`src/rtl/cnn_layer_ctrl.sv`:
```
// Layer sequencer for the CNN PE array: walks every output tile, requests filter loads,
// prefetches IFM rows into a slot ring and drives vsync/hsync/data timing with indices.
`timescale 1ns/1ps
module cnn_layer_ctrl #(
  parameter int W_SIZE       = 9,
  parameter int W_CHANNEL    = 5,
  parameter int W_TILE       = 4,
  parameter int W_FRAME_SIZE = 2*W_SIZE+W_CHANNEL+W_TILE,
  parameter int W_DELAY      = 12,
  parameter int VSYNC_DELAY  = 16,
  parameter int HSYNC_DELAY  = 8,
  parameter int IFM_BUF_CNT  = 4,
  parameter int W_IFM_BUF    = 2
) (
  input  logic                    clk,
  input  logic                    rstn,
  input  logic                    q_start,
  input  logic [W_SIZE-1:0]       q_width,
  input  logic [W_SIZE-1:0]       q_height,
  input  logic [W_CHANNEL-1:0]    q_channel,
  input  logic [W_TILE-1:0]       q_out_tiles,
  input  logic                    q_kernel3,
  input  logic                    q_stride2,
  input  logic                    q_filter_buf_done,
  input  logic                    q_ifm_buf_done,
  input  logic                    q_pe_done,
  output logic                    o_filter_buf_req_load,
  output logic                    o_ifm_buf_req_load,
  output logic [W_SIZE-1:0]       o_ifm_buf_req_row,
  output logic [W_IFM_BUF-1:0]    o_ifm_buf_req_slot,
  output logic                    o_ctrl_vsync_run,
  output logic                    o_ctrl_hsync_run,
  output logic                    o_ctrl_data_run,
  output logic [W_DELAY-1:0]      o_ctrl_vsync_cnt,
  output logic [W_DELAY-1:0]      o_ctrl_hsync_cnt,
  output logic [W_SIZE-1:0]       o_row,
  output logic [W_SIZE-1:0]       o_col,
  output logic [W_CHANNEL-1:0]    o_chn,
  output logic [W_TILE-1:0]       o_out_tile,
  output logic                    o_is_first_row,
  output logic                    o_is_last_row,
  output logic                    o_is_first_col,
  output logic                    o_is_last_col,
  output logic [W_FRAME_SIZE-1:0] o_data_count,
  output logic                    o_end_frame,
  output logic                    o_busy,
  output logic                    o_cfg_err
);

  localparam int WE = W_SIZE + 1;

  typedef enum logic [2:0] {
    S_IDLE, S_LOAD_FLT, S_VSYNC, S_HSYNC, S_DATA, S_WAIT_PE, S_DONE
  } state_t;

  state_t                  state_q, state_d;
  logic [W_SIZE-1:0]       width_q, width_d, height_q, height_d;
  logic [W_CHANNEL-1:0]    chans_q, chans_d;
  logic [W_TILE-1:0]       tiles_q, tiles_d;
  logic                    kernel3_q, kernel3_d, stride2_q, stride2_d;
  logic [W_SIZE-1:0]       row_q, row_d, col_q, col_d;
  logic [W_CHANNEL-1:0]    chn_q, chn_d;
  logic [W_TILE-1:0]       tile_q, tile_d;
  logic [W_DELAY-1:0]      vcnt_q, vcnt_d, hcnt_q, hcnt_d;
  logic [W_FRAME_SIZE-1:0] dcount_q, dcount_d;
  logic                    pe_done_q, pe_done_d;
  logic [WE-1:0]           nlr_q, nlr_d, loaded_q, loaded_d;
  logic                    pend_q, pend_d, stale_q, stale_d;
  logic                    flt_req_q, flt_req_d, ifm_req_q, ifm_req_d;
  logic [W_SIZE-1:0]       ifm_row_q, ifm_row_d;
  logic                    end_frame_q, end_frame_d, cfg_err_q, cfg_err_d;

  logic [WE-1:0] step, row_w, col_w, h_w, w_w, need_row, oldest_row;
  logic          last_row, last_col, last_chn, need_loaded;
  logic          ring_reset, ifm_done_ok, pf_active;

  assign step     = stride2_q ? WE'(2) : WE'(1);
  assign row_w    = {1'b0, row_q};
  assign col_w    = {1'b0, col_q};
  assign h_w      = {1'b0, height_q};
  assign w_w      = {1'b0, width_q};
  assign last_row = (row_w + step) >= h_w;
  assign last_col = (col_w + step) >= w_w;
  assign last_chn = (chn_q == chans_q - 1'b1);
  // With a 3x3 kernel the row below must be resident, clamped at the bottom edge.
  assign need_row    = (kernel3_q && (row_w + WE'(1) < h_w)) ? row_w + WE'(1) : row_w;
  assign need_loaded = need_row < loaded_q;

  always_comb begin
    state_d     = state_q;
    width_d     = width_q;
    height_d    = height_q;
    chans_d     = chans_q;
    tiles_d     = tiles_q;
    kernel3_d   = kernel3_q;
    stride2_d   = stride2_q;
    row_d       = row_q;
    col_d       = col_q;
    chn_d       = chn_q;
    tile_d      = tile_q;
    vcnt_d      = vcnt_q;
    hcnt_d      = hcnt_q;
    dcount_d    = dcount_q;
    pe_done_d   = pe_done_q;
    ifm_row_d   = ifm_row_q;
    flt_req_d   = 1'b0;
    ifm_req_d   = 1'b0;
    end_frame_d = 1'b0;
    cfg_err_d   = 1'b0;
    ring_reset  = 1'b0;
    if (q_pe_done && (state_q == S_DATA || state_q == S_WAIT_PE)) pe_done_d = 1'b1;

    case (state_q)
      S_IDLE: begin
        if (q_start) begin
          width_d   = q_width;
          height_d  = q_height;
          chans_d   = q_channel;
          tiles_d   = q_out_tiles;
          kernel3_d = q_kernel3;
          stride2_d = q_stride2;
          if (q_width == '0 || q_height == '0 || q_channel == '0 || q_out_tiles == '0) begin
            cfg_err_d = 1'b1;
          end else begin
            state_d   = S_LOAD_FLT;
            flt_req_d = 1'b1;
            dcount_d  = '0;
            tile_d    = '0;
            row_d     = '0;
            col_d     = '0;
            chn_d     = '0;
          end
        end
      end
      S_LOAD_FLT: begin
        // A done pulse coincident with the request pulse is not a real completion.
        if (q_filter_buf_done && !flt_req_q) begin
          state_d    = S_VSYNC;
          vcnt_d     = '0;
          ring_reset = 1'b1;
        end
      end
      S_VSYNC: begin
        if (vcnt_q == W_DELAY'(VSYNC_DELAY - 1)) begin
          state_d = S_HSYNC;
          vcnt_d  = '0;
          hcnt_d  = '0;
        end else begin
          vcnt_d = vcnt_q + 1'b1;
        end
      end
      S_HSYNC: begin
        if (hcnt_q == W_DELAY'(HSYNC_DELAY - 1)) begin
          if (need_loaded) begin
            state_d = S_DATA;
            hcnt_d  = '0;
          end
        end else begin
          hcnt_d = hcnt_q + 1'b1;
        end
      end
      S_DATA: begin
        dcount_d = dcount_q + 1'b1;
        if (last_chn) begin
          chn_d = '0;
          if (last_col) begin
            col_d   = '0;
            state_d = S_WAIT_PE;
          end else begin
            col_d = col_q + step[W_SIZE-1:0];
          end
        end else begin
          chn_d = chn_q + 1'b1;
        end
      end
      S_WAIT_PE: begin
        if (pe_done_q) begin
          pe_done_d = 1'b0;
          if (!last_row) begin
            row_d   = row_q + step[W_SIZE-1:0];
            hcnt_d  = '0;
            state_d = S_HSYNC;
          end else begin
            row_d = '0;
            if (({1'b0, tile_q} + 1'b1) < {1'b0, tiles_q}) begin
              tile_d    = tile_q + 1'b1;
              flt_req_d = 1'b1;
              state_d   = S_LOAD_FLT;
            end else begin
              end_frame_d = 1'b1;
              state_d     = S_DONE;
            end
          end
        end
      end
      S_DONE:  state_d = S_IDLE;
      default: state_d = S_IDLE;
    endcase

    // Prefetch: one request in flight; a response left over from the previous tile is
    // marked stale so it is not credited to the fresh ring.
    ifm_done_ok = q_ifm_buf_done && pend_q && !ifm_req_q;
    pend_d      = pend_q && !ifm_done_ok;
    stale_d     = stale_q && !ifm_done_ok;
    loaded_d    = loaded_q + WE'(ifm_done_ok && !stale_q);
    nlr_d       = nlr_q;
    if (ring_reset) begin
      nlr_d    = '0;
      loaded_d = '0;
      stale_d  = pend_d;
    end
    pf_active  = (state_d == S_VSYNC) || (state_d == S_HSYNC) ||
                 (state_d == S_DATA)  || (state_d == S_WAIT_PE);
    oldest_row = (kernel3_q && row_d != '0) ? {1'b0, row_d} - WE'(1) : {1'b0, row_d};
    if (pf_active && !pend_d && nlr_d < h_w && nlr_d < oldest_row + WE'(IFM_BUF_CNT)) begin
      ifm_req_d = 1'b1;
      ifm_row_d = nlr_d[W_SIZE-1:0];
      nlr_d     = nlr_d + WE'(1);
      pend_d    = 1'b1;
    end
  end

  always_ff @(posedge clk or negedge rstn) begin
    if (!rstn) begin
      state_q     <= S_IDLE;
      width_q     <= '0;
      height_q    <= '0;
      chans_q     <= '0;
      tiles_q     <= '0;
      kernel3_q   <= 1'b0;
      stride2_q   <= 1'b0;
      row_q       <= '0;
      col_q       <= '0;
      chn_q       <= '0;
      tile_q      <= '0;
      vcnt_q      <= '0;
      hcnt_q      <= '0;
      dcount_q    <= '0;
      pe_done_q   <= 1'b0;
      nlr_q       <= '0;
      loaded_q    <= '0;
      pend_q      <= 1'b0;
      stale_q     <= 1'b0;
      flt_req_q   <= 1'b0;
      ifm_req_q   <= 1'b0;
      ifm_row_q   <= '0;
      end_frame_q <= 1'b0;
      cfg_err_q   <= 1'b0;
    end else begin
      state_q     <= state_d;
      width_q     <= width_d;
      height_q    <= height_d;
      chans_q     <= chans_d;
      tiles_q     <= tiles_d;
      kernel3_q   <= kernel3_d;
      stride2_q   <= stride2_d;
      row_q       <= row_d;
      col_q       <= col_d;
      chn_q       <= chn_d;
      tile_q      <= tile_d;
      vcnt_q      <= vcnt_d;
      hcnt_q      <= hcnt_d;
      dcount_q    <= dcount_d;
      pe_done_q   <= pe_done_d;
      nlr_q       <= nlr_d;
      loaded_q    <= loaded_d;
      pend_q      <= pend_d;
      stale_q     <= stale_d;
      flt_req_q   <= flt_req_d;
      ifm_req_q   <= ifm_req_d;
      ifm_row_q   <= ifm_row_d;
      end_frame_q <= end_frame_d;
      cfg_err_q   <= cfg_err_d;
    end
  end

  logic flag_valid;
  assign flag_valid = (state_q == S_HSYNC) || (state_q == S_DATA);

  assign o_filter_buf_req_load = flt_req_q;
  assign o_ifm_buf_req_load    = ifm_req_q;
  assign o_ifm_buf_req_row     = ifm_row_q;
  assign o_ifm_buf_req_slot    = ifm_row_q[W_IFM_BUF-1:0];
  assign o_ctrl_vsync_run      = (state_q == S_VSYNC);
  assign o_ctrl_hsync_run      = (state_q == S_HSYNC);
  assign o_ctrl_data_run       = (state_q == S_DATA);
  assign o_ctrl_vsync_cnt      = vcnt_q;
  assign o_ctrl_hsync_cnt      = hcnt_q;
  assign o_row                 = row_q;
  assign o_col                 = col_q;
  assign o_chn                 = chn_q;
  assign o_out_tile            = tile_q;
  assign o_is_first_row        = flag_valid && (row_q == '0);
  assign o_is_last_row         = flag_valid && last_row;
  assign o_is_first_col        = flag_valid && (col_q == '0);
  assign o_is_last_col         = flag_valid && last_col;
  assign o_data_count          = dcount_q;
  assign o_end_frame           = end_frame_q;
  assign o_busy                = (state_q != S_IDLE);
  assign o_cfg_err             = cfg_err_q;

endmodule
```
`config.mk`:
```
export PLATFORM = sky130hd
export DESIGN_NAME = cnn_layer_ctrl
export DESIGN_NICKNAME = d
export VERILOG_FILES = /design/src/rtl/cnn_layer_ctrl.sv
export SDC_FILE = /design/constraint.sdc
export NUM_CORES = 1
export LEC_CHECK = 0
export ABC_AREA = 1
export BUFFER_PORTS_ARGS = -buffer_cell sky130_fd_sc_hd__buf_2
export CELL_PAD_IN_SITES_DETAIL_PLACEMENT = 1
export CELL_PAD_IN_SITES_GLOBAL_PLACEMENT = 1
export CORE_MARGIN = 5
export CORE_UTILIZATION = 38
export CTS_CLUSTER_SIZE = 10
export DETAILED_ROUTE_END_ITERATION = 10
export PLACE_DENSITY = 0.8
export SYNTH_ARGS = -nofsm -noshare
export SYNTH_HDL_FRONTEND = slang
export SYNTH_SLANG_ARGS = --single-unit
```
`constraint.sdc`:
```
create_clock -name clk -period 11.12 [get_ports clk]
set_input_delay 3.336 -clock clk [delete_from_list [all_inputs] [get_ports clk]]
set_output_delay 3.336 -clock clk [all_outputs]
set_load 0.05 [all_outputs]
```
Word level (Yosys, flattened, before mapping). Index checks and enable logic that the tools add are counted.

Logic and storage cells: 188. Register bits after elaboration: 146. Output and inout bits: 101. Input port bits: 35.

Mux-type cells: 71. Reduce and logical (&&, ||, !) cells: 48. $add $sub $neg: 16. Magnitude comparators: 7. Eq/ne operators: 22.

Operators with widths (count): $mux 12 (7); $mux 9 (8); $mux 27 (2); $pmux 27 s2 (1); $mux 10 (5); $logic_not 9->1 (4); $pmux 12 s3 (1); $pmux 9 s2 (2); $mux 3 (11); $add 27x1->27 const B (1); $add 12x1->12 const B (2); $pmux 12 s2 (1); $add 9x2->10 (2); $ge 10x9->1 (2); $lt 10x10->1 (2); $lt 10x9->1 (2); $mux 1 (20); $mux 4 (5); $add 9x2->9 (2); $pmux 3 s6 (1); $logic_and 1x1->1 (16); $mux 5 (3); $eq 12x3->1 const B (1); $eq 12x4->1 const B (1); 34 further kinds (62).

Logic depth before layout (Yosys ltp). Gate-level depths: netlist of run 1.

Word-level depth: 16. Gate-level depth with buffers: 46. Gate-level depth less buffers: 45.

Worst setup path before layout of run 1. OpenSTA, ideal clock, no wires.

Path kind: input-to-reg. From: input q_channel[4]. To: register nlr_q[0]. Buffers on the path: 2. Setup slack: 3.981 ns. Stages: 37. Data arrival time: 7.074 ns. Data required time: 11.055 ns. Setup time: 0.065 ns. Cells stage by stage: inv_1 > nand3_1 > nand2_1 > nor2_1 > nand3_4 > nand2_1 > inv_2 > nand2_1 > o21ai_2 > inv_1 > ha_1 > inv_1 > nor2_2 > nand2_4 > inv_2 > nand2_2 > nand3_1 > nand2_1 > inv_1 > ha_1 > nand3_1 > nor3_2 > nand2_1 > nand2_1 > nand2_1 > ha_1 > nand2_1 > nor2_1 > a2111oi_0 > o2111ai_1 > nor2_1 > nand3b_1 > nor2_2 > buf_6 > buf_8 > nand3_1 > nand2_1.

Elaborated cells on any way between the ends: 26. Those cells by class: add/sub: 2; order compare: 1; eq/ne: 4; mux: 8; reduce/logical: 11.

RTL lines: start, declared (line 20) `input logic [W_CHANNEL-1:0] q_channel,`; $logic_not 5->1 (*) (line 122) `if (q_width == '0 || q_height == '0 || q_channel == '0 || q_out_tiles == '0) begin`; $logic_or 1x1->1 (*) (2 in series) (line 122); $mux 9 (*) (line 122); $mux 9 (*) (line 115) `if (q_start) begin`; $pmux 9 s2 (*) (line 113) `case (state_q)`; net row_d[0] (line 61) `logic [W_SIZE-1:0] row_q, row_d, col_q, col_d;`; parallel branches: the longest is 2 deep, another holds $sub 9x1->10; $mux 10 (*) (line 214) `oldest_row = (kernel3_q && row_d != '0) ? {1'b0, row_d} - WE'(1) : {1'b0, row_d};`; $add 10x3->10 (*) (line 215) `if (pf_active && !pend_d && nlr_d < h_w && nlr_d < oldest_row + WE'(IFM_BUF_CNT)) begin`; $lt 10x10->1 (*) (line 215); $logic_and 1x1->1 (*) (line 215); $mux 10 (*) (line 215); net nlr_d[0] (line 67) `logic [WE-1:0] nlr_q, nlr_d, loaded_q, loaded_d;`; end signal, assigned (line 265) `nlr_q <= nlr_d;`; end, declared (line 67).

Mark *: on every way through the listed nets, which the timed path passes. A chain may end at the register's enable or synchronous reset.

Worst setup path after layout of run 1.
From: input q_start. To: register nlr_q[3].

Elaborated cells on any way between the ends: 21. Those cells by class: add/sub: 2; order compare: 1; eq/ne: 4; mux: 6; reduce/logical: 8.

RTL lines: start, declared (line 17) `input logic q_start,`; $mux 9 (*) (line 115); $pmux 9 s2 (*) (line 113); net row_d[0] (line 61); parallel branches: the longest is 2 deep, another holds $sub 9x1->10; $mux 10 (*) (line 214); $add 10x3->10 (*) (line 215); $lt 10x10->1 (*) (line 215); $logic_and 1x1->1 (*) (line 215); $mux 10 (*) (line 215); net nlr_d[3] (line 67).

Marked as above.

==> run_results.csv, run 1 <==
group,metric,value,unit
drt,dr.max_layer_used,"met4",
synth,ys_async_sr_fraction,100,%
timing,post-route-min-period,9.16,ns
timing,fin_ws,1.96,ns
timing,max_clock_freq,109,MHz
flow_run,maxCapViolCount,0,
drt,dr.pass1.iters,5,
pwr,ir_drop,0.103,mV
status,status,"finished clean",
grt,grt_usage,21.0,%
clocking,cts_hold_buf,0,
place,gp_congestion,0.899,
timing,hold_viol_final,0,
synth,ys_warn_count,0,
synth,synth_ff_type,"dfrtp_1",
synth,synth_top_cell_by_area,"dfrtp_1",
synth,synth_top_area_share,37.3,%
drt,drt_iter0_drc,473,
final_layout,n_antenna_cell,0,
critical_path,max_stage_delay,0.72,ns
synth,ys_types,56,
synth,synth_area,0.00980,mm2
synth,syn_avg_cell_area,7.58,um2
place,preCtsSetupSlack,1.63,ns
critical_path,worst_path_dominant_cell_family,"simple AND/OR/NAND/NOR gates",
critical_path,critical_path_class,"in -> reg",
drt,via_per_inst,5.18,
final_layout,layout.nets,1538,
clocking,clk_pin_slew_worst_paths,0.07,ns
floorplan,die_area,0.0291,mm2
drt,post_drt_wl_per_cell,17.0,um
drt,vias,9182,
clocking,clk_path_buf_depth,2,
synth,ys_ff_latch,146,
critical_path,critPathBufInv,7,
timing,skew,0.0137,ns
timing,slew_violations,0,
clocking,clk_latency,0.43,ns
clocking,ctsResizeCount,0,
final_layout,drive_gt1_share,16.7,%
place,port_buffers,135,
place,dp_hpwl,23000,um
drt,met2_length,14400,um
drt,wl,30000,um
drt,ant_nets,0,
grt,grt_max_degree,89,
clocking,cts_tree,"yes",
grt,grt_pass1_wl,49500,um
timing,hold_ws,0.479,ns
clocking,cts-root-buf,"clkbuf_16",
clocking,numCtsBuffers,17,
final_layout,synthToLayoutAreaGrowth,16.0,%
critical_path,required,11.43,ns
critical_path,cp_common_cell,"nand2_1",
floorplan,die_width,171,um
drt,drc,0,
clocking,post_cts_buffers,0,
clocking,cts_max_level,4,
synth,synth.net_count,1404,
pwr,finalPower,2.39,mW
final_layout,final_common_cell,"nand2_1",
clocking,clkSinkCount,146,
timing,finalCritPeriodShare,82.4,%
floorplan,coreArea,0.0253,mm2
timing,setup_tns,0,ns
grt,grt_pass1_vias,9614,
critical_path,cp_slowest_cell,"nor2_2",
final_layout,layout_common_cells,"275 x nand2_1, 190 x inv_1, 146 x dfrtp_1",
timing,maxSlewHeadroom,39.6,%
timing,rsz0062_at_grt,"false",
timing,worst_slew_pin_slew,0.905,ns
grt,antenna_found_initial,0,
critical_path,worstPathArrival,9.47,ns
timing,setup_viol,0,
worst_hold_path,min-delay-path-class,"reg -> reg",
critical_path,critPathCaptureType,"register",
synth,seq_area_frac_synth,37.3,%
critical_path,start_kind,"input port",
floorplan,initial_core_util,38.7,%
synth,synth_edf_count,0,
grt,grt_overflow,0,
synth,synth.area.top_cells,"dfrtp_1 37%, nand2_1 11%, ha_1 9.3%",
floorplan,rows,58,
floorplan,ios,136,
pwr,power.density,210,mW/mm2
drt,wl_met1,13700,um
pwr,leakagePower,5.95,nW
critical_path,crit_fanout,55,
synth,synthCells,1294,
drt,dr_wl_met3,1360,um
final_layout,nFillCells,3192,
floorplan,die_y,171,um
## tightest hold or removal path, cell delays in order (launching register included)
cell and delay [ns]:
dfrtp_1 0.35, nand2_1 0.05, nand2_1 0.05
## per-stage QoR
stage          util [%]  cells  instance area, um2
2_1_floorplan         -   1294                9800
3_3_place_gp       42.5   1739               10800
3_5_place_dp       42.5   1739               10800
4_1_cts            44.9   1771               11400
5_1_grt            44.9   1771               11400
6_report           44.9   1771               11400
## kinds of logic after synthesis
family / after synthesis / synth area share, %
AOI/OAI and AO/OA: 173 / 9.89
xor gates and xnor gates: 51 / 4.56
adders and majority gates: 75 / 9.72
buffers and inverters: 224 / 9.21
DFF: 146 / 37.3
other: 1 / 0.0382
and+or+nand+nor: 624 / 29.3
## sequential cells by signal (all words and copies together), names as in the netlist, 3 cells and up
name,flops
o_data_count,27
o_ctrl_hsync_cnt,12
o_ctrl_vsync_cnt,12
loaded_q,10
nlr_q,10
height_q,9
o_col,9
o_ifm_buf_req_row,9
o_row,9
width_q,9
chans_q,5
o_chn,5
o_out_tile,4
tiles_q,4
state_q,3
## area by class of cell
type,count,area [um2],area share (%)
clock buffers,21,460,4.05
well taps,330,413,3.63
flip-flops and latches,146,3650,32.1
multi-input cells,924,5250,46.1
repair buffers,136,689,6.06
clock inverters,11,151,1.33
inverters,203,762,6.70
## cells in the mapped netlist, types with 17 or more instances
cell and instances:
nand2_1 275, xor2_1 43, a21oi_1 61, dfrtp_1 146, nor2_1 134, ha_1 73
inv_1 190, nand2_2 17, nand4_1 24, nor3_1 34, o21ai_0 78, nand3_1 81
## layer usage
metal  up-vias  global-route usage (%)
met4         0                    5.56
met5         -                       0
met1      4486                    27.2
met2       175                    36.3
li1       4474                       -
met3        47                    3.63
## worst paths after layout
| kind | endpoint | depth (start not counted) | start | slack, ns |
|---|---|---|---|---|
| max reg2reg | nlr_q[3]$_DFF_PN0_ | 43 | stride2_q$_DFFE_PN0P_ | 3.08 |
| max | nlr_q[3]$_DFF_PN0_ | 35 | q_start | 1.96 |
| min in group asynchronous | o_ctrl_hsync_cnt[8]$_DFFE_PN0P_ | 1 | rstn | 2.99 |
| min | o_ifm_buf_req_row[5]$_DFFE_PN0P_ | 2 | o_ifm_buf_req_row[5]$_DFFE_PN0P_ | 0.48 |
| max in group asynchronous | loaded_q[0]$_DFF_PN0_ | 2 | rstn | 6.80 |
| min reg2reg | o_ifm_buf_req_row[5]$_DFFE_PN0P_ | 2 | o_ifm_buf_req_row[5]$_DFFE_PN0P_ | 0.48 |
## report_power, final
group          total (mW)  internal (mW)  leakage [nW]  switching (mW)
Clock               0.614          0.367         0.298           0.247
Combinational        1.04          0.278          3.69           0.762
Sequential          0.737          0.649          1.96          0.0878
Total                2.39           1.29          5.95            1.10
Power figures use the tool's default switching activity.
==> inputs of run 2 (changes only) <==
--- a/config.mk
+++ b/config.mk
@@ -5,7 +5,7 @@
 export SDC_FILE = /design/constraint.sdc
 export NUM_CORES = 1
 export LEC_CHECK = 0
-export ABC_AREA = 1
+export ABC_AREA = 0
 export BUFFER_PORTS_ARGS = -buffer_cell sky130_fd_sc_hd__buf_2
 export CELL_PAD_IN_SITES_DETAIL_PLACEMENT = 1
 export CELL_PAD_IN_SITES_GLOBAL_PLACEMENT = 1
@@ -13,7 +13,7 @@
 export CORE_UTILIZATION = 38
 export CTS_CLUSTER_SIZE = 10
 export DETAILED_ROUTE_END_ITERATION = 10
-export PLACE_DENSITY = 0.8
+export PLACE_DENSITY = 0.81
 export SYNTH_ARGS = -nofsm -noshare
 export SYNTH_HDL_FRONTEND = slang
 export SYNTH_SLANG_ARGS = --single-unit
==> constraint.sdc (replaced) <==
create_clock -name clk -period 7.99 [get_ports clk]
set_input_delay 2.397 -clock clk [delete_from_list [all_inputs] [get_ports clk]]
set_output_delay 2.397 -clock clk [all_outputs]
set_load 0.05 [all_outputs]
==> run 2 against run 1 <==
Against the previous run:
- worst hold slack gained 0.021 ns
- synthesized cell count shrank 20%
- critical path depth shrank 7
- setup slack lost 1.6 ns
- area after synthesis shrank 4.4%
- core utilization grew 0.88 points
- die area shrank 4.2%
- combinational power grew 32%
- count of clock-buffer cells in the layout grew 1
- sequential share of layout area grew 0.69 points
- sequential cell count is the same
- critical path type unchanged
- critical endpoint is now o_ifm_buf_req_row[4]$_DFFE_PN0P_
- largest power group unchanged
- highest routed layer unchanged
==> run_results.csv, run 2 <==
group,metric,value,unit
pwr,combPwrFrac,42.3,%
place,dp_hpwl,21600,um
timing,skew,0.0110,ns
timing,finalCritPeriodShare,95.9,%
synth,syn_avg_cell_area,9.08,um2
critical_path,rrSetupSlack,0.45,ns
drt,post_drt_wl_per_cell,19.3,um
critical_path,rr_endpoint,"o_ifm_buf_req_row[4]$_DFFE_PN0P_",
critical_path,cp_slowest_cell,"or4b_1",
timing,setup_viol,0,
floorplan,die_width,167,um
drt,vias,8376,
clocking,cts_hold_buf,0,
critical_path,critical_path_class,"in -> reg",
grt,grt_overflow,0,
grt,use_met1,27.2,%
worst_hold_path,hold_start,"o_ifm_buf_req_row[3]$_DFFE_PN0P_",
final_layout,layout.nets,1286,
timing,fin_ws,0.331,ns
grt,busiest_layer,"met2",
place,preCtsSetupSlack,-0.279,ns
timing,rsz0062_at_grt,"false",
synth,synthCells,1032,
clocking,cts-root-buf,"clkbuf_16",
clocking,clkSinkCount,146,
drt,ant_nets,0,
clocking,clk_pin_slew_worst_paths,0.06,ns
drt,via_per_inst,5.54,
timing,post-route-min-period,7.66,ns
synth,synth_ff_type,"dfrtp_1",
timing,max_clock_freq,131,MHz
grt,grt_max_degree,90,
timing,maxSlewHeadroom,41.0,%
critical_path,crit_fanout,17,
pwr,internal-power,1.88,mW
pwr,power.density,291,mW/mm2
floorplan,initial_core_util,38.5,%
drt,drc,0,
grt,grt_pass1_vias,8791,
grt,met3_usage,3.41,%
place,gp_congestion,0.891,
clocking,cts_max_level,4,
timing,worst_slew_pin_slew,0.876,ns
floorplan,die_area,0.0279,mm2
final_layout,final_area,0.0111,mm2
pwr,switchingPower,1.36,mW
critical_path,start_kind,"input port",
status,status,"finished clean",
synth,synth_top_cell_by_area,"dfrtp_1",
floorplan,die_y,167,um
floorplan,rows,57,
synth,ys_ff_latch,146,
final_layout,final_common_cell,"dfrtp_1",
place,port_buffers,135,
drt,dr.pass1.iters,5,
floorplan,ios,136,
pwr,finalPower,3.24,mW
synth,ys_types,83,
clocking,cts_tree,"yes",
critical_path,worst_path_dominant_cell_family,"compound AO/OA/AOI/OAI gates",
clocking,ctsResizeCount,0,
drt,drt_iter0_drc,519,
timing,slew_violations,0,
grt,antenna_found_initial,0,
final_layout,final_cells,1513,
synth,synth_area,0.00937,mm2
place,placed_area,0.0105,mm2
synth,synth.most_common_cell,"dfrtp_1",
timing,setup_tns,0,ns
clocking,clk_latency,0.43,ns
critical_path,critPathBufInv,3,
critical_path,worstPathArrival,7.96,ns
grt,grt_usage,20.8,%
final_layout,nFillCells,2883,
worst_hold_path,min-delay-path-class,"reg -> reg",
critical_path,rr_worst_depth,33,
pwr,leakagePower,5.51,nW
synth,synth.area.top_cells,"dfrtp_1 39%, ha_1 9.7%, nand2_1 4.5%",
flow_run,maxCapViolCount,0,
pwr,ir_drop,0.196,mV
worst_hold_path,whs_endpoint,"o_ifm_buf_req_row[3]$_DFFE_PN0P_",
synth,synth_common_cells,"146 x dfrtp_1, 113 x nand2_1, 91 x nor2_1",
final_layout,layout_common_cells,"146 x dfrtp_1, 134 x buf_2, 113 x nand2_1",
critical_path,max_stage_delay,0.49,ns
synth,seq_area_frac_synth,39.0,%
pwr,pwr-share-clk,26.7,%
floorplan,coreArea,0.0243,mm2
pwr,seq_power_share,31.0,%
synth,synth.net_count,1142,
pwr,switching_share,41.9,%
place,placedCellCount,1481,
timing,hold_viol_final,0,
synth,ys_warn_count,0,
clocking,clk_path_buf_depth,2,
final_layout,drive_gt1_share,19.1,%
clocking,post_cts_buffers,0,
clocking,numCtsBuffers,17,
drt,wl,29100,um
critical_path,rr_startpoint,"o_row[0]$_DFF_PN0_",
critical_path,critPathCaptureType,"register",
synth,synth_top_area_share,39.0,%
synth,synth_edf_count,0,
final_layout,synthToLayoutAreaGrowth,18.9,%
final_layout,n_antenna_cell,0,
grt,grt_pass1_wl,47300,um
critical_path,cp_common_cell,"ha_1",
grt,grt_use_met2,35.5,%
synth,ys_async_sr_fraction,100,%
critical_path,required,8.29,ns
worst_hold_path,holdPathStages,1,
final_layout,largest_reg_flops,27,
run 2: cells by family after synthesis:
group	after synthesis	synth area share, %
AND/OR/NAND/NOR	401	21.1
AO/OA/AOI/OAI	204	14.5
adder cells (fa/ha/maj)	75	10.2
other	1	0.0400
multiplexers	22	2.60
flip-flops	146	39.0
XOR/XNOR	90	8.41
buffers and inverters	93	4.11
run 2: final cells by class:
cell class	instances	area, um2	share of cell area, %
clock buffers	22	484	4.35
multi-input cells	793	5360	48.1
inverters	60	225	2.02
flip-flops and latches	146	3650	32.8
repair buffers	158	867	7.78
clock inverters	10	146	1.31
well taps	324	405	3.64
run 2: metrics by stage:
stage / util, % / hold WS, ns
after floorplan: - / 0.475
after global placement: 43.1 / 0.481
after detailed placement: 43.1 / 0.492
after CTS: 45.7 / 0.505
after global routing: 45.8 / 0.529
final: 45.8 / 0.500
run 2: worst max path at each step:
| stage | startpoint | to | slack, ns | cells after the start |
|---|---|---|---|---|
| final | q_start | o_ifm_buf_req_row[4]$_DFFE_PN0P_ | 0.33 | 28 |
| after global routing | q_start | o_ifm_buf_req_row[0]$_DFFE_PN0P_ | 0.02 | 28 |
| after CTS | q_start | o_ifm_buf_req_row[4]$_DFFE_PN0P_ | 0.10 | 27 |
| after detailed placement | q_start | o_ifm_buf_req_row[4]$_DFFE_PN0P_ | -0.28 | 27 |
| after global placement | q_start | nlr_q[1]$_DFF_PN0_ | 0.16 | 27 |
| after floorplan | q_width[2] | nlr_q[1]$_DFF_PN0_ | 0.25 | 26 |
run 2: power by group through the flow:
stage | Sequential [mW] | Clock (mW) | Combinational, mW
after floorplan | 1.11 | 0 | 0.847
after global placement | 1.01 | 0 | 1.30
after detailed placement | 1.02 | 0 | 1.35
after CTS | 1.00 | 0.882 | 1.37
after global routing | 1.03 | 0.908 | 1.51
final | 1.00 | 0.864 | 1.37
run 2: layer usage:
metal	share of wire (%)	wire (um)
met1	45	13000
met2	49	14300
met3	4.3	1250
met4	2.1	605
met5	0	0
==> inputs of run 3 (changes only) <==
--- a/config.mk
+++ b/config.mk
@@ -10,10 +10,11 @@
 export CELL_PAD_IN_SITES_DETAIL_PLACEMENT = 1
 export CELL_PAD_IN_SITES_GLOBAL_PLACEMENT = 1
 export CORE_MARGIN = 5
-export CORE_UTILIZATION = 38
+export CORE_UTILIZATION = 41
+export CTS_BUF_LIST = sky130_fd_sc_hd__clkbuf_8
 export CTS_CLUSTER_SIZE = 10
 export DETAILED_ROUTE_END_ITERATION = 10
-export PLACE_DENSITY = 0.81
+export PLACE_DENSITY = 0.86
 export SYNTH_ARGS = -nofsm -noshare
 export SYNTH_HDL_FRONTEND = slang
 export SYNTH_SLANG_ARGS = --single-unit
==> run 3 against run 2 <==
Against the previous run:
- final cell count down 2.6%
- first-iteration DRC count increased by 0.77%
- maximum frequency grew 1.2%
- via count shrank 0.25%
- die area shrank 6.9%
- highest routed layer unchanged
- critical path depth unchanged
- non-clock buffer count did not move
- combinational power hardly changed
- global-route usage rose by 1.2 points
- sequential cell count is the same
==> run_results.csv, run 3 (synthesized netlist as in run 2, its figures left out) <==
group,metric,value,unit
pwr,seq_power_share,34.6,%
grt,grt_overflow,0,
drt,dr.pass1.iters,5,
clocking,cts_hold_buf,0,
flow_run,maxCapViolCount,0,
grt,busiest_layer,"met2",
critical_path,start_kind,"input port",
clocking,clk_pin_slew_worst_paths,0.08,ns
grt,grt_pass1_wl,46500,um
grt,grt_max_degree,102,
timing,worst_slew_pin_slew,0.969,ns
critical_path,worst_path_dominant_cell_family,"compound AO/OA/AOI/OAI gates",
timing,skew,0.0160,ns
clocking,post_cts_buffers,0,
final_layout,n_antenna_cell,0,
critical_path,max_stage_delay,0.47,ns
floorplan,ios,136,
final_layout,final_common_cell,"dfrtp_1",
critical_path,cp_slowest_cell,"or4b_1",
place,port_buffers,135,
timing,finalCritPeriodShare,94.7,%
critical_path,crit_fanout,11,
status,status,"finished clean",
drt,ant_nets,0,
worst_hold_path,min-delay-path-class,"reg -> reg",
pwr,combPwrFrac,46.1,%
grt,grt_use_met2,38.0,%
floorplan,initial_core_util,41.5,%
clocking,clkSinkCount,146,
place,dp_hpwl,21500,um
place,placed_area,0.0104,mm2
timing,slew_violations,0,
clocking,cts_tree,"yes",
final_layout,synthToLayoutAreaGrowth,15.6,%
pwr,switching_share,45.0,%
critical_path,critPathBufInv,3,
final_layout,post-route-util,48.0,%
drt,via_per_inst,5.67,
clocking,cts_max_level,4,
clocking,clk_latency,0.47,ns
floorplan,die_y,161,um
final_layout,nFillCells,2712,
worst_hold_path,holdPathStages,1,
timing,maxSlewHeadroom,35.4,%
timing,fin_ws,0.424,ns
grt,grt_usage,22.0,%
final_layout,drive_gt1_share,19.3,%
drt,drt_iter0_drc,523,
critical_path,rrSetupSlack,0.46,ns
clocking,clk_path_buf_depth,2,
critical_path,critPathCaptureType,"register",
critical_path,critical_path_class,"in -> reg",
drt,wl,28500,um
final_layout,final_area,0.0108,mm2
place,preCtsSetupSlack,-0.175,ns
timing,setup_viol,0,
floorplan,die_area,0.0260,mm2
drt,vias,8355,
final_layout,multi_input_area,0.00536,mm2
floorplan,coreArea,0.0226,mm2
drt,drc,0,
grt,grt_pass1_vias,8713,
pwr,switchingPower,1.31,mW
critical_path,rr_worst_depth,33,
timing,rsz0062_at_grt,"false",
grt,met3_usage,4.39,%
place,gp_congestion,0.930,
clocking,cts-root-buf,"clkbuf_8",
timing,max_clock_freq,132,MHz
critical_path,cp_common_cell,"ha_1",
drt,post_drt_wl_per_cell,19.3,um
pwr,pwr-share-clk,19.3,%
critical_path,required,8.34,ns
pwr,finalPower,2.92,mW
critical_path,worstPathArrival,7.92,ns
timing,hold_viol_final,0,
critical_path,path_depth,28,
final_layout,layout.nets,1286,
floorplan,rows,55,
grt,use_met1,28.2,%
final_layout,layout_common_cells,"145 x dfrtp_1, 134 x buf_2, 113 x nand2_1",
pwr,power.density,269,mW/mm2
timing,post-route-min-period,7.57,ns
clocking,numCtsBuffers,17,
pwr,leakagePower,5.39,nW
final_layout,regArea,0.00365,mm2
floorplan,die_width,161,um
final_layout,largest_reg_flops,27,
pwr,ir_drop,0.152,mV
pwr,internal-power,1.60,mW
grt,antenna_found_initial,0,
## run 3: cell count changes in the layout (fill, tap and decap cells not counted), sizes merged
cell,previous run,this run
clkinv,4,9
clkbuf,22,19
inv,62,59
bufinv,3,1
clkinvlp,1,3
## run 3: stage by stage
step                      std cells  setup TNS, ns  hold WS (ns)
after floorplan                1032              0         0.475
after global placement         1442              0         0.485
after detailed placement       1442          -1.82         0.495
after CTS                      1473              0         0.506
after global routing           1473              0         0.530
final                          1473              0         0.505
## run 3: worst paths after layout
kind                                                  from                               end
setup / recovery                                   q_start  o_ifm_buf_req_row[0]$_DFFE_PN0P_
hold / removal             o_ctrl_vsync_cnt[3]$_DFFE_PN0P_   o_ctrl_vsync_cnt[3]$_DFFE_PN0P_
hold reg to reg            o_ctrl_vsync_cnt[3]$_DFFE_PN0P_   o_ctrl_vsync_cnt[3]$_DFFE_PN0P_
max in group asynchronous                             rstn             stride2_q$_DFFE_PN0P_
min in group asynchronous                             rstn   o_ctrl_vsync_cnt[9]$_DFFE_PN0P_
setup reg to reg                        o_row[0]$_DFF_PN0_  o_ifm_buf_req_row[0]$_DFFE_PN0P_
## run 3: cell type report
type	instances	share of cell area, %
flip-flops and latches	146	33.8
well taps	285	3.29
inverters	60	2.08
multi-input cells	793	49.5
repair buffers	158	7.89
clock inverters	12	1.03
clock buffers	19	2.42
## run 3: layer usage
metal  wire [um]  vias to the layer above
met5           0                        -
met4         620                        0
met3        1230                       48
met2       14000                      216
met1       12600                     4182
li1            -                     3909
## run 3: power groups by stage
stage / Clock, mW / Combinational, mW / Sequential, mW
after floorplan: 0 / 0.847 / 1.11
after global placement: 0 / 1.28 / 1.01
after detailed placement: 0 / 1.33 / 1.02
after CTS: 0.576 / 1.35 / 1.01
after global routing: 0.615 / 1.48 / 1.03
final: 0.563 / 1.34 / 1.01
## run 3: timing repair
item,in CTS,in global routing
gates resized for setup,0,7
endpoints found under the setup margin,0,21
endpoints found under the hold margin,0,0
